$ cat config.mk
export PLATFORM = sky130hd
export DESIGN_NAME = aes128_key_schedule
export DESIGN_NICKNAME = d
export VERILOG_FILES = /design/src/rtl/aes128_key_schedule.sv
export SDC_FILE = /design/constraint.sdc
export NUM_CORES = 2
export LEC_CHECK = 0
export ABC_AREA = 1
export CORE_MARGIN = 2
export CORE_UTILIZATION = 30
export CTS_BUF_LIST = sky130_fd_sc_hd__clkbuf_8
export CTS_CLUSTER_SIZE = 40
export DETAILED_ROUTE_END_ITERATION = 12
export PLACE_DENSITY = 0.49
export REMOVE_ABC_BUFFERS = 1
export SKIP_CTS_REPAIR_TIMING = 1
export SYNTH_ARGS = -nofsm -noshare
export SYNTH_HDL_FRONTEND = slang
export SYNTH_SLANG_ARGS = --single-unit
$ cat constraint.sdc
create_clock -name clk -period 31.7 [get_ports clk]
set_input_delay 4.755 -clock clk [delete_from_list [all_inputs] [get_ports clk]]
set_output_delay 4.755 -clock clk [all_outputs]
set_load 0.02 [all_outputs]
$ cat src/rtl/aes128_key_schedule.sv
// AES-128 key expansion engine: expands an accepted cipher key into round keys
// 0..10 at one round per clock and serves them through a combinational read port.
module aes128_key_schedule #(
  parameter int NUM_ROUNDS = 10
) (
  input  logic         clk,
  input  logic         rst,
  input  logic [127:0] key_in,
  input  logic         key_valid,
  output logic         key_ready,
  output logic         busy,
  output logic         schedule_done,
  input  logic [3:0]   rd_idx,
  output logic [127:0] rd_key
);

  generate
    if (NUM_ROUNDS != 10) begin : g_bad_rounds
      $error("aes128_key_schedule supports only NUM_ROUNDS = 10");
    end
  endgenerate

  localparam logic [3:0] LAST_ROUND = 4'(NUM_ROUNDS);

  localparam logic [0:255][7:0] SBOX = {
    128'h637c777bf26b6fc53001672bfed7ab76,
    128'hca82c97dfa5947f0add4a2af9ca472c0,
    128'hb7fd9326363ff7cc34a5e5f171d83115,
    128'h04c723c31896059a071280e2eb27b275,
    128'h09832c1a1b6e5aa0523bd6b329e32f84,
    128'h53d100ed20fcb15b6acbbe394a4c58cf,
    128'hd0efaafb434d338545f9027f503c9fa8,
    128'h51a3408f929d38f5bcb6da2110fff3d2,
    128'hcd0c13ec5f974417c4a77e3d645d1973,
    128'h60814fdc222a908846eeb814de5e0bdb,
    128'he0323a0a4906245cc2d3ac629195e479,
    128'he7c8376d8dd54ea96c56f4ea657aae08,
    128'hba78252e1ca6b4c6e8dd741f4bbd8b8a,
    128'h703eb5664803f60e613557b986c11d9e,
    128'he1f8981169d98e949b1e87e9ce5528df,
    128'h8ca1890dbfe6426841992d0fb054bb16
  };

  typedef enum logic [1:0] {IDLE, EXPAND, DONE} state_t;

  state_t       r_state;
  state_t       w_nextState;
  logic [3:0]   r_cnt;
  logic [127:0] r_slot [0:10];
  logic         w_accept;
  logic [127:0] w_prevKey;
  logic [127:0] w_newKey;
  logic [31:0]  w_rotWord;
  logic [31:0]  w_subWord;
  logic [31:0]  w_g;
  logic [31:0]  w_n0, w_n1, w_n2, w_n3;

  function automatic logic [7:0] sbox(input logic [7:0] x);
    return SBOX[x];
  endfunction

  function automatic logic [7:0] rcon(input logic [3:0] r);
    case (r)
      4'd1:    return 8'h01;
      4'd2:    return 8'h02;
      4'd3:    return 8'h04;
      4'd4:    return 8'h08;
      4'd5:    return 8'h10;
      4'd6:    return 8'h20;
      4'd7:    return 8'h40;
      4'd8:    return 8'h80;
      4'd9:    return 8'h1b;
      4'd10:   return 8'h36;
      default: return 8'h00;
    endcase
  endfunction

  always_ff @(posedge clk) begin
    if (rst) r_state <= IDLE;
    else     r_state <= w_nextState;
  end

  // Handshake outputs are forced low while reset is held, independent of state.
  always_comb begin
    w_nextState   = r_state;
    w_accept      = 1'b0;
    key_ready     = 1'b0;
    busy          = 1'b0;
    schedule_done = 1'b0;
    if (!rst) begin
      unique case (r_state)
        IDLE: begin
          key_ready = 1'b1;
          if (key_valid) begin
            w_accept    = 1'b1;
            w_nextState = EXPAND;
          end
        end
        EXPAND: begin
          busy = 1'b1;
          if (r_cnt == LAST_ROUND) w_nextState = DONE;
        end
        DONE: begin
          key_ready     = 1'b1;
          schedule_done = 1'b1;
          if (key_valid) begin
            w_accept    = 1'b1;
            w_nextState = EXPAND;
          end
        end
        default: w_nextState = IDLE;
      endcase
    end
  end

  always_ff @(posedge clk) begin
    if (rst) begin
      r_cnt <= '0;
      for (int i = 0; i <= 10; i++) r_slot[i] <= '0;
    end else if (w_accept) begin
      r_slot[0] <= key_in;
      r_cnt     <= 4'd1;
    end else if (r_state == EXPAND) begin
      for (int i = 1; i <= 10; i++) begin
        if (r_cnt == 4'(i)) r_slot[i] <= w_newKey;
      end
      if (r_cnt != LAST_ROUND) r_cnt <= r_cnt + 4'd1;
    end
  end

  always_comb begin
    w_prevKey = '0;
    for (int i = 1; i <= 10; i++) begin
      if (r_cnt == 4'(i)) w_prevKey = r_slot[i-1];
    end
  end

  assign w_rotWord = {w_prevKey[23:0], w_prevKey[31:24]};
  assign w_subWord = {sbox(w_rotWord[31:24]), sbox(w_rotWord[23:16]),
                      sbox(w_rotWord[15:8]),  sbox(w_rotWord[7:0])};
  assign w_g       = w_subWord ^ {rcon(r_cnt), 24'h000000};
  assign w_n0      = w_prevKey[127:96] ^ w_g;
  assign w_n1      = w_n0 ^ w_prevKey[95:64];
  assign w_n2      = w_n1 ^ w_prevKey[63:32];
  assign w_n3      = w_n2 ^ w_prevKey[31:0];
  assign w_newKey  = {w_n0, w_n1, w_n2, w_n3};

  // Indices 11..15 have no slot behind them and read as zero.
  always_comb begin
    rd_key = '0;
    for (int i = 0; i <= 10; i++) begin
      if (rd_idx == 4'(i)) rd_key = r_slot[i];
    end
  end

endmodule
# After elaboration in Yosys (flattened, before gate mapping)
# Memory sizes are Yosys's and may differ from the RTL's.
# Cells that the tools add are included.
[word_totals] regBits=6 latchBits=0 mem_bits_rw=1408 romBits=8320 in_bits=135 out_inout_bits=131 wordCells=178 n_memories=6
[memory_table] name="(name not given)" depth=256 width=8 read_ports=1 rd_ports_with_merged_regs=0 write_ports=0 line="59" rtl="return SBOX[x];"
[memory_table] name="(name not given)" depth=256 width=8 read_ports=1 rd_ports_with_merged_regs=0 write_ports=0 line="59"
[memory_table] name="(name not given)" depth=256 width=8 read_ports=1 rd_ports_with_merged_regs=0 write_ports=0 line="59"
[memory_table] name="(name not given)" depth=256 width=8 read_ports=1 rd_ports_with_merged_regs=0 write_ports=0 line="59"
[memory_table] name="r_slot" depth=11 width=128 read_ports=11 rd_ports_with_merged_regs=0 write_ports=11 line="49" rtl="logic [127:0] r_slot [0:10];"
[memory_table] name="(name not given)" depth=16 width=8 read_ports=1 rd_ports_with_merged_regs=0 write_ports=0 line="63" rtl="case (r)"
[classes] addsub=1 multipliers=0 div=0 order_cmp=4 eq_ne=25 shift=0 mux=110 n_bitwise=20 reduce_logical=9
[op_table] cell="$mux W128" count=32
[op_table] cell="$xor A32 B32 Y32" count=5
[op_table] cell="$mux W1" count=67
[op_table] cell="$mux W8" count=8
[op_table] cell="$ge A9 B9 Y1 const B" count=4
[op_table] cell="$not A8 Y9" count=4
[op_table] cell="$eq A4 B3 Y1 const B" count=8
[op_table] cell="$eq A4 B4 Y1 const B" count=6
[op_table] cell="$eq A4 B2 Y1 const B" count=4
[op_table] cell="$or A1 B1 Y1" count=11
[op_table] cell="$eq A4 B1 Y1 const B" count=2
[op_table] cell="$reduce_and A2 Y1" count=3
[op_table] cell="$add A4 B1 Y4 const B" count=1
[op_table] cell="$logic_not A4 Y1" count=1
[op_table] cell="$mux W2" count=2
[op_table] cell="$ne A2 B1 Y1 const B" count=2
[op_table] cell="$ne A4 B4 Y1 const B" count=1
[op_table] cell="$pmux W2 S2" count=1
[op_table] cell="$reduce_bool A2 Y1" count=2
[op_table] cell="$reduce_or A2 Y1" count=2
[op_table] cell="$eq A2 B1 Y1 const B" count=1
[op_table] cell="$eq A2 B2 Y1 const B" count=1
[op_table] cell="$logic_not A2 Y1" count=1

# Longest topological paths before layout
[logic_depth] ltp_word=21 depth_mapped=36 ltp_nobuf=34

# Worst setup path before layout
# Ideal clock, no wire load.
[synth_timing] kind="register -> register" startpoint="register r_cnt[3]" endpoint="memory r_slot[10][0], enable pin" setup_ns=0.792 t_arrival_ns=10.642 t_required_ns=30.908 slack_ns=20.266 path_stages_with_launch=11 n_path_buf=4 synth_period_minus_slack_ns=11.434 cell_sequence="dfxtp_1 -> inv_2 -> nor2_4 -> inv_2 -> nor2_4 -> inv_2 -> buf_4 -> buf_4 -> clkbuf_1 -> clkbuf_1 -> o21ai_0"
[synth_rtl] item="start: declaration" line="48" rtl="logic [3:0] r_cnt;"
[synth_rtl] item="start signal: assignment" line="127" rtl="if (r_cnt != LAST_ROUND) r_cnt <= r_cnt + 4'd1;"
[synth_rtl] item="end: declaration" line="49"

# Worst setup path after layout
[layout_timing] startpoint="input rd_idx[1]" endpoint="output rd_key[73]"
[layout_via] elab_chain_cells=12 elab_cells_between_ends=22 cone_classes="10 x eq/ne; 11 x mux; 1 x reduce/logical"
[layout_lines] item="start: declaration" line="13" rtl="input logic [3:0] rd_idx,"
[layout_lines] item="$logic_not A4 Y1" line="152" rtl="if (rd_idx == 4'(i)) rd_key = r_slot[i];"
[layout_lines] item="$mux W128 (10 in a row)" line="152"
[layout_lines] item="$mux W128 (*)" line="152"
[layout_lines] item="end: declaration" line="14" rtl="output logic [127:0] rd_key"
# Every way passes the cells marked *; elsewhere a longest branch is shown, timed or not.

==> metrics.cfg <==
[detailed_routing]
vias=87400
avgViaCountPerCell=5.98
remaining_drc_errors=0
dr.pass1.iters=10
drt_wl_total_um=471000
wl_per_cell_um=32.2
drtAntennaViolNets=0
dr.first_iter.drc_count=13700

[sta]
worst_slack_ns=16.81
clock_skew_ns=0.0840
tns_ns=0
finalHoldViolCount=0
max_clock_freq_mhz=67.2
relSlewSlack_pct=10.2
rsz0062_at_grt=no
fin_crit_sh_pct=47.0
final.min_clock_period_ns=14.89
drv_slew=0
tightestPinTransition_ns=1.34
setup_violations=0

[grt]
grt_pass1_wl_um=646000
grt_use_total_pct=30.9
grt_overflow=0
grt_max_degree=110
grt_pass1_vias=83000
antenna_found_initial=17

[yosys]
synth_area_leaders=edfxtp_1, nand3_1, nand2_1
post-synth-top-count-cell=nand2_1
synth_top_area_cell=edfxtp_1
synth_edf_count=1408
synthesis.area_mm2=0.0866
seq_area_frac_synth_pct=49.0
ys_ff_latch=1414
synth_top_cell_area_share_pct=48.8
avgSynthCellArea_um2=8.11
async_flop_share_pct=0
synth_warnings=0
yosysUniqueCellTypes=59
synthTopCellsByCount=nand2_1, nor2_1, nand3_1
postSynthCellCount=10700
synth_ff_type=edfxtp_1

[critical_path]
reg2regPathDepth=31
path_buf_inv=7
path_depth=13
worst-r2r-setup-slack_ns=22.50
cp.required_ns=26.95
crit_top_cell=buf_4
startpoint_type=input pin
crit_chain=clkdlybuf4s50_1, inv_1, nor2_4, buf_4, inv_1, nor2_4, buf_4, buf_4, a221oi_1, o2111ai_1, a221oi_1, o211ai_1, clkdlybuf4s50_1
reg2reg_to=r_slot[9][29]
worstSetupPathType=in -> out
r2r-start=r_cnt[0]
worstPathArrival_ns=10.14
end_kind=output port
critPathSlowestCell=buf_4
path_max_fanout=49
slowest_delay_ns=0.93
crit_family=buffers and inverters

[pwr]
pwr_density_cell_mw_per_mm2=62.1
p_leak_uw=0.0384
ir_worst_vdd_uv=32.4

[floorplan]
rows=197
start_util_pct=30.1
io_pins=266
core_mm2=0.288
die_w_um=541
die_area_mm2=0.293
fp.dieH_um=541

[clock_network]
cts-buffers-inserted=273
clockBufferDepth=4
tritoncts=built
clock_sinks=1414
clkLatencyLatePin_ns=1.03
h-tree-depth=5
clk_pin_slew_ns=0.06
ctsRootBufferMaster=clkbuf_8

[place]
place.gp.congestion=0.991
pre_cts_slack_ns=17.09
portBuffers=265
dp_hpwl_um=282000

[layout]
synthToLayoutAreaGrowth_pct=12.1
finish.net_count=10800
drive_gt1_share_pct=8.94
nFillCells=30000

[min_path]
worst_hold_path.endpoint=r_cnt[0]
min_path_type=reg -> reg
hold_start=r_cnt[0]
whs_path_depth=2

[flow_run]
maxCapViolations=0

[run_status]
status=completed

[through the flow]
stage	util (%)	cell area (µm²)	hold slack, ns	total power, µW	instances
floorplan	-	82800	0.474	3460	9893
global placement	32.1	92300	0.495	4290	14200
detailed placement	32.1	92300	0.512	4290	14200
CTS	33.7	97000	0.521	5970	14600
global route	33.7	97000	0.536	6230	14600
finish	33.7	97000	0.520	6030	14600
[final cells by class]
type / count / area, µm² / share of cell area (%)
Multi-Input combinational cell: 7621 / 37500 / 38.7
Sequential cell: 1414 / 42400 / 43.7
Timing Repair Buffer: 479 / 4370 / 4.51
Clock inverter: 181 / 833 / 0.859
Clock buffer: 279 / 3840 / 3.96
Inverter: 858 / 3300 / 3.40
Antenna cell: 11 / 27.5 / 0.0284
Tap cell: 3781 / 4730 / 4.88
[registers in the layout (all words and copies together) (netlist names)]
| signal | cells |
|---|---|
| r_slot | 1408 |
| r_cnt | 4 |
| r_state | 2 |
[how the worst max path moves through the flow]
| stage | start | to | slack [ns] |
|---|---|---|---|
| after floorplan | rd_idx[2] | rd_key[68] | 9.69 |
| after global placement | rd_idx[1] | rd_key[122] | 17.12 |
| after detailed placement | rd_idx[1] | rd_key[74] | 17.09 |
| after CTS | rd_idx[1] | rd_key[73] | 17.10 |
| after global routing | rd_idx[1] | rd_key[18] | 16.90 |
| final | rd_idx[1] | rd_key[73] | 16.81 |
[cells in the final DEF, fill, tap and decap left out, types with 75 or more instances in the layout]
master,instances
edfxtp_1,1408
a21oi_1,275
nand2_1,2130
o2111ai_1,191
nor2_1,1793
a22oi_1,75
nand4_1,135
nand2_2,124
nand3_1,1781
o21ai_0,353
a221oi_1,196
clkbuf_8,279
inv_1,860
clkdlybuf4s50_1,264
buf_4,205
[layer usage]
metal / wire length, µm / share of wire (%) / vias to the layer above / GRT usage [%]
li1: - / - / 36800 / -
met1: 181000 / 38 / 42700 / 39.7
met2: 206000 / 44 / 6551 / 47.6
met3: 54700 / 12 / 1333 / 7.11
met4: 29400 / 6.2 / 12 / 17.5
met5: 80 / 0.017 / - / 0.0658
[tightest hold or removal path, delay by kind of cell, from the launching register on]
kind,cells,cell delay [ns]
AO/OA/AOI/OAI,1,0.06
AND/OR/NAND/NOR,1,0.07
flip-flops,1,0.34
[where the power goes]
part           total, µW  leakage [µW]  internal, µW  switching [µW]
clock network       1690       0.00270           825             869
registers           2260        0.0146          2200            59.0
logic               2070        0.0211           471            1600
[cell families after synthesis]
family / count (synthesis) / synth area share, %
buf+inv: 1644 / 8.11
flops: 1414 / 49.0
simple gates: 6198 / 31.5
fa+ha+maj: 61 / 0.882
compound gates: 1362 / 10.6
Note: power is estimated with default switching activity, not from simulation.
